## config.mk

```make
export PLATFORM = sky130hd
export DESIGN_NAME = tone_sequencer
export DESIGN_NICKNAME = d
export VERILOG_FILES = /design/src/rtl/audio_tone_pkg.sv /design/src/rtl/square_wave_gen.sv /design/src/rtl/tone_sequencer.sv
export SDC_FILE = /design/constraint.sdc
export NUM_CORES = 1
export LEC_CHECK = 0
export ABC_AREA = 1
export ABC_CLOCK_PERIOD_IN_PS = 4400
export CAP_MARGIN = 20
export CORE_MARGIN = 2
export CORE_UTILIZATION = 40
export CTS_CLUSTER_DIAMETER = 100
export CTS_CLUSTER_SIZE = 12
export DETAILED_ROUTE_END_ITERATION = 6
export GPL_TIMING_DRIVEN = 0
export PLACE_DENSITY = 0.62
export SLEW_MARGIN = 25
export SYNTH_ARGS = -nofsm -noshare
export SYNTH_HDL_FRONTEND = slang
export SYNTH_SLANG_ARGS = --single-unit
```

## constraint.sdc

```tcl
create_clock -name CLOCK_50 -period 4.4 [get_ports CLOCK_50]
set_clock_uncertainty 0.05 [all_clocks]
set_input_delay 0.88 -clock CLOCK_50 [delete_from_list [all_inputs] [get_ports CLOCK_50]]
set_output_delay 0.88 -clock CLOCK_50 [all_outputs]
set_load 0.02 [all_outputs]
```

## src/rtl/audio_tone_pkg.sv

```systemverilog
// Shared definitions for the tone sequencer: FSM encoding, default sample width
// and the saturating adder used by the output mixer.
`default_nettype none

package audio_tone_pkg;

  localparam int SAMPLE_W_DEFAULT = 32;

  typedef enum logic [2:0] {
    IDLE  = 3'd0,
    LOAD  = 3'd1,
    LATCH = 3'd2,
    PLAY  = 3'd3,
    DONE  = 3'd4
  } state_t;

  // Adds two sign-extended operands and clamps the sum to a signed range of 'width' bits.
  function automatic longint sat_add(input longint a, input longint b, input int width);
    longint sum;
    longint hi;
    longint lo;
    sum = a + b;
    hi  = (longint'(1) <<< (width - 1)) - 1;
    lo  = -hi - 1;
    if (sum > hi) return hi;
    if (sum < lo) return lo;
    return sum;
  endfunction

endpackage

`default_nettype wire

```

## src/rtl/square_wave_gen.sv

```systemverilog
// Square-wave toggler: snd flips every half_period+1 enabled clocks; a zero
// half_period is a rest and keeps snd low.
`default_nettype none

module square_wave_gen #(
  parameter int DELAY_W = 19
) (
  input  logic               clk,
  input  logic               reset,
  input  logic               en,
  input  logic [DELAY_W-1:0] half_period,
  output logic               snd
);

  logic [DELAY_W-1:0] tone_cnt;

  always_ff @(posedge clk) begin
    if (reset) begin
      tone_cnt <= '0;
      snd      <= 1'b0;
    end else if (en) begin
      if (tone_cnt == half_period) begin
        tone_cnt <= '0;
        snd      <= (half_period != '0) ? ~snd : 1'b0;
      end else begin
        tone_cnt <= tone_cnt + 1'b1;
      end
    end
  end

endmodule

`default_nettype wire

```

## src/rtl/tone_sequencer.sv

```systemverilog
// ROM-driven square-wave melody player: one note per beat, optional looping,
// volume attenuation and a saturating mix onto the incoming audio sample.
`default_nettype none

module tone_sequencer
  import audio_tone_pkg::*;
#(
  parameter int NUM_TRACKS  = 4,
  parameter int NOTE_W      = 10,
  parameter int TRACK_LEN   = 1000,
  parameter int DELAY_W     = 19,
  parameter int BEAT_CYCLES = 2_500_000,
  parameter int AMPLITUDE   = 100_000_000,
  parameter int SAMPLE_W    = SAMPLE_W_DEFAULT,
  localparam int TRK_W      = (NUM_TRACKS > 1) ? $clog2(NUM_TRACKS) : 1,
  localparam int ADDR_W     = TRK_W + NOTE_W
) (
  input  logic                CLOCK_50,
  input  logic                reset,
  input  logic                start,
  input  logic                stop,
  input  logic [TRK_W-1:0]    track_sel,
  input  logic                loop_en,
  input  logic [1:0]          volume,
  output logic [ADDR_W-1:0]   rom_addr,
  input  logic [DELAY_W-1:0]  rom_q,
  input  logic [SAMPLE_W-1:0] sample_in,
  output logic [SAMPLE_W-1:0] sample_out,
  output logic                busy,
  output logic                done
);

  localparam int BEAT_W = (BEAT_CYCLES > 1) ? $clog2(BEAT_CYCLES) : 1;
  localparam logic [TRK_W:0]        TRK_LIM  = (TRK_W + 1)'(NUM_TRACKS);
  localparam logic [BEAT_W-1:0]     BEAT_TC  = BEAT_W'(BEAT_CYCLES - 1);
  localparam logic [NOTE_W-1:0]     NOTE_TC  = NOTE_W'(TRACK_LEN - 1);
  localparam logic [SAMPLE_W-1:0]   AMP      = SAMPLE_W'(AMPLITUDE);

  state_t state, state_n;

  logic [BEAT_W-1:0]          beat_cnt;
  logic [DELAY_W-1:0]         note_delay;
  logic [NOTE_W-1:0]          note_idx;
  logic [TRK_W-1:0]           track_q;
  logic                       start_ok;
  logic                       beat_last;
  logic                       last_note;
  logic                       snd;
  logic                       wave_rst;
  logic signed [SAMPLE_W-1:0] mag;
  logic signed [SAMPLE_W-1:0] tone;
  logic [SAMPLE_W-1:0]        mixed;

  // The address register doubles as the track and note-index store.
  assign note_idx  = rom_addr[NOTE_W-1:0];
  assign track_q   = rom_addr[ADDR_W-1:NOTE_W];
  assign start_ok  = start && !stop && ({1'b0, track_sel} < TRK_LIM);
  assign beat_last = (beat_cnt == BEAT_TC);
  assign last_note = (note_idx == NOTE_TC);
  assign busy      = (state != IDLE);
  assign done      = (state == DONE);

  always_ff @(posedge CLOCK_50) begin
    if (reset) state <= IDLE;
    else       state <= state_n;
  end

  always_comb begin
    state_n = state;
    case (state)
      IDLE:    state_n = IDLE;
      LOAD:    state_n = LATCH;
      LATCH:   state_n = PLAY;
      PLAY:    if (beat_last) state_n = (!last_note || loop_en) ? LOAD : DONE;
      DONE:    state_n = IDLE;
      default: state_n = IDLE;
    endcase
    if (start_ok) state_n = LOAD;
    if (stop)     state_n = IDLE;
  end

  always_ff @(posedge CLOCK_50) begin
    if (reset) begin
      rom_addr   <= '0;
      beat_cnt   <= '0;
      note_delay <= '0;
      sample_out <= '0;
    end else begin
      sample_out <= mixed;
      if (start_ok) begin
        rom_addr <= {track_sel, {NOTE_W{1'b0}}};
        beat_cnt <= '0;
      end else if (!stop) begin
        case (state)
          LATCH: begin
            note_delay <= rom_q;
            beat_cnt   <= '0;
          end
          PLAY: begin
            if (beat_last) begin
              beat_cnt <= '0;
              if (!last_note)   rom_addr <= {track_q, note_idx + 1'b1};
              else if (loop_en) rom_addr <= {track_q, {NOTE_W{1'b0}}};
            end else begin
              beat_cnt <= beat_cnt + 1'b1;
            end
          end
          default: ;
        endcase
      end
    end
  end

  // Tone phase restarts at every note and is held cleared whenever not playing.
  assign wave_rst = reset || stop || (state != PLAY);

  square_wave_gen #(
    .DELAY_W (DELAY_W)
  ) u_wave (
    .clk         (CLOCK_50),
    .reset       (wave_rst),
    .en          (state == PLAY),
    .half_period (note_delay),
    .snd         (snd)
  );

  assign mag = $signed(AMP >> volume);

  always_comb begin
    tone = '0;
    if (state == PLAY && note_delay != '0) tone = snd ? mag : -mag;
  end

  assign mixed = SAMPLE_W'(sat_add(longint'($signed(sample_in)), longint'(tone), SAMPLE_W));

endmodule

`default_nettype wire

```

==> run_results.csv <==
group,metric,value,unit
timing,fmax,245.6,MHz
global_route,grt_pass1_wl,27370,µm
routing,ant_nets,0,
timing,grt_setup_unrepaired,"no",
routing,drc,0,
timing,finalSetupTns,0,ns
global_route,grt_usage,19.10,%
timing,hold_viol_final,0,
floorplan,num_rows,46,
timing,finalMaxSlewViolations,0,
place,hpwlAfterDp,12710,µm
clock_network,cts_buffers,9,
clock_network,cts.sinks,108,
finish,fin_nets,1102,
clock_network,cts_tree,"yes",
finish,antennaDiodeCount,0,
worst_setup_path,crit_path_end_kind,"flip-flop",
pwr,powerDensity,266.0,nW/µm²
pwr,finalPower,2157,µW
synth,yosysWarnings,0,
clock_network,clockRootBuffer,"clkbuf_16",
run_status,run_status,"finished clean",
global_route,grt_max_degree,17,
floorplan,die_area,17250,µm²
worst_setup_path,worst_setup_path_start_kind,"primary input",
clock_network,clk-insertion-delay-late,0.35,ns
worst_setup_path,criticalPathCategory,"in2reg",
clock_network,clockBufferDepth,2,
synth,syn_area,6485,µm²
floorplan,die_y,131.3,µm
timing,setup_viol_count_final,0,
place,place_congestion,0.9170,
timing,finalCriticalPeriod,4.072,ns
timing,fin_ws,0.3284,ns
routing,firstDrtPassIters,5,
hold_path,hold_path.class,"reg2reg",
synth,avgSynthCellArea,7.230,µm²
worst_setup_path,critical_path_arrival,4.32,ns
routing,postRouteWirelength,16220,µm
routing,drtIter0Drc,291,
timing,final.period_utilization,92.54,%
floorplan,die_w,131.3,µm
clock_network,post_cts_buffers,0,
global_route,antenna_found_initial,0,
pwr,p_leak,0.003528,µW
worst_setup_path,crit_fanout,10,
routing,routedWlPerCell,13.18,µm
place,io_buffers,104,
routing,via_per_inst,4.901,
worst_setup_path,critPathRequiredTime,4.65,ns
synth,synth.ff_latch_count,108,
synth,synthesis.nets,987,
synth,async_reset_ff_share,0,%
timing,relSlewSlack,43.25,%
pwr,irDropWorstVdd,0.1612,mV
clock_network,clk_pin_slew,0.07,ns
global_route,first_global_vias,5758,
global_route,grt-ovfl-total,0,
floorplan,initial_utilization,40.82,%
synth,synth_edf_count,0,
synth,ys_seq_area_share,33.34,%
finish,drive_above_1_share,8.473,%
synth,synth.distinct_cells,45,
place,post-place-ws,-0.05706,ns
floorplan,ios,106,
routing,num_vias,6033,
timing,tightest_slew,0.8456,ns
synth,ys.flop_type,"dfxtp_1",
finish,area_growth,25.08,%
clock_network,htreeDepth,3,
synth,postSynthCellCount,897,
floorplan,fp.coreArea,15890,µm²
run,max_cap_violations,0,
==> critical path, stage by stage <==
cell and delay [ns]:
clkdlybuf4s50_1 0.52, inv_1 0.18, nand2_1 0.09, ha_1 0.28, a22oi_1 0.10, fa_1 0.46, nand3b_1 0.17, nand2_1 0.11
a31oi_1 0.16, o21bai_1 0.32, nand4_1 0.26, nand3_2 0.14, nand2_1 0.09, nand2_4 0.14, nand3_4 0.15, buf_6 0.20
nand2_2 0.07
==> logic make-up (layout without fill, tap and decap cells) <==
logic type | Yosys count | count (layout) | synth area share [%]
AND/OR/NAND/NOR | 456 | 456 | 34.90
AO/OA/AOI/OAI | 134 | 134 | 11.58
buffers and inverters | 119 | 237 | 7.524
flip-flops | 108 | 108 | 33.34
XOR/XNOR | 50 | 50 | 6.753
adder cells (fa/ha/maj) | 30 | 30 | 5.904
==> cell usage in the layout (no fill, tap or decap), drive strengths merged <==
| cell | count |
|---|---|
| a21oi | 64 |
| clkinv | 3 |
| ha | 29 |
| clkbuf | 20 |
| inv | 100 |
| a31oi | 7 |
| xnor2 | 17 |
| o211ai | 1 |
| a21boi | 2 |
| buf | 8 |
| clkdlybuf4s50 | 104 |
| nor2 | 145 |
| bufinv | 2 |
| fa | 1 |
| nor3b | 7 |
| o31ai | 1 |
| nor4 | 16 |
| nand4 | 26 |
| nor3 | 36 |
| nand3b | 3 |
| a21o | 5 |
| a211oi | 7 |
| a22oi | 1 |
| o21ai | 36 |
| o21bai | 6 |
| dfxtp | 108 |
| and2 | 2 |
| o21a | 4 |
| nand3 | 56 |
| nand2 | 165 |
| xor2 | 33 |
==> worst paths after layout <==
| check | startpoint | depth (start not counted) | slack (ns) | end |
|---|---|---|---|---|
| worst max-delay path | volume[0] | 17 | 0.33 | sample_out[11]$_SDFF_PP0_ |
| worst min-delay path | u_wave.tone_cnt[0]$_SDFFE_PP0P_ | 1 | 0.44 | u_wave.tone_cnt[0]$_SDFFE_PP0P_ |
| worst max register to register | state[0]$_SDFFE_PP0P_ | 19 | 0.47 | sample_out[11]$_SDFF_PP0_ |
| worst min register to register | u_wave.tone_cnt[0]$_SDFFE_PP0P_ | 1 | 0.44 | u_wave.tone_cnt[0]$_SDFFE_PP0P_ |
==> power by group <==
part	switching (µW)	internal [µW]	total [µW]	leakage [µW]
combinational	142	130	273	0.00249
clock	366	510	875	0.000155
sequential	7.91	1000	1010	0.000880
==> registers in the layout, indices dropped and copies added, names as in the netlist <==
signal           cells
sample_out          32
beat_cnt            22
note_delay          19
u_wave.tone_cnt     19
rom_addr            12
state                3
u_wave.snd           1
==> Yosys cell counts (7+ instances only) <==
master / count / area [µm²]
nand3_1: 41 / 205.2
nand2_2: 20 / 125.1
nand2_1: 142 / 533.0
nor3_1: 32 / 160.2
clkbuf_1: 10 / 37.54
nor4_1: 15 / 93.84
a21oi_1: 63 / 315.3
nand3_2: 11 / 110.1
o21ai_0: 35 / 175.2
ha_1: 29 / 362.9
dfxtp_1: 108 / 2162
a211oi_1: 7 / 52.55
nor2_2: 7 / 43.79
nor2_1: 134 / 503.0
inv_1: 95 / 356.6
xor2_1: 33 / 289.0
a31oi_1: 7 / 43.79
nand4_1: 24 / 150.1
xnor2_1: 17 / 148.9
==> layout make-up <==
cell class | instances | area, µm²
plain buffers | 18 | 108.9
clock buffers | 10 | 239.0
clock inverters | 4 | 73.82
fillers | 1609 | 7774
inverters | 101 | 379.1
multi-input cells | 670 | 3837
flip-flops and latches | 108 | 2162
well taps | 216 | 270.3
repair buffers | 104 | 1041
==> routing by layer <==
layer  wire length [µm]  track usage (%)  vias up  share of wire [%]
met5                  0                0        -                  0
met1               8014            25.67     2688                 49
li1                   -                -     3210                  -
met3                548            2.546       17                3.4
met4                292            5.918        0                1.8
met2               7365            31.90      118                 45
==> per-stage QoR <==
step	area, µm²	utilization (%)	hold WS [ns]	cells
finish	8112	51.06	0.4359	1231
global route	8112	51.06	0.4591	1231
CTS	8109	51.05	0.4378	1231
detailed placement	7796	49.08	0.4219	1217
global placement	7796	49.08	0.4155	1217
floorplan	6485	-	0.3905	897
==> what timing repair did <==
item	CTS	global route
hold buffers	0	0
setup endpoints to repair	0	17
gates resized for setup	0	1
(Power assumes the default switching activity.)
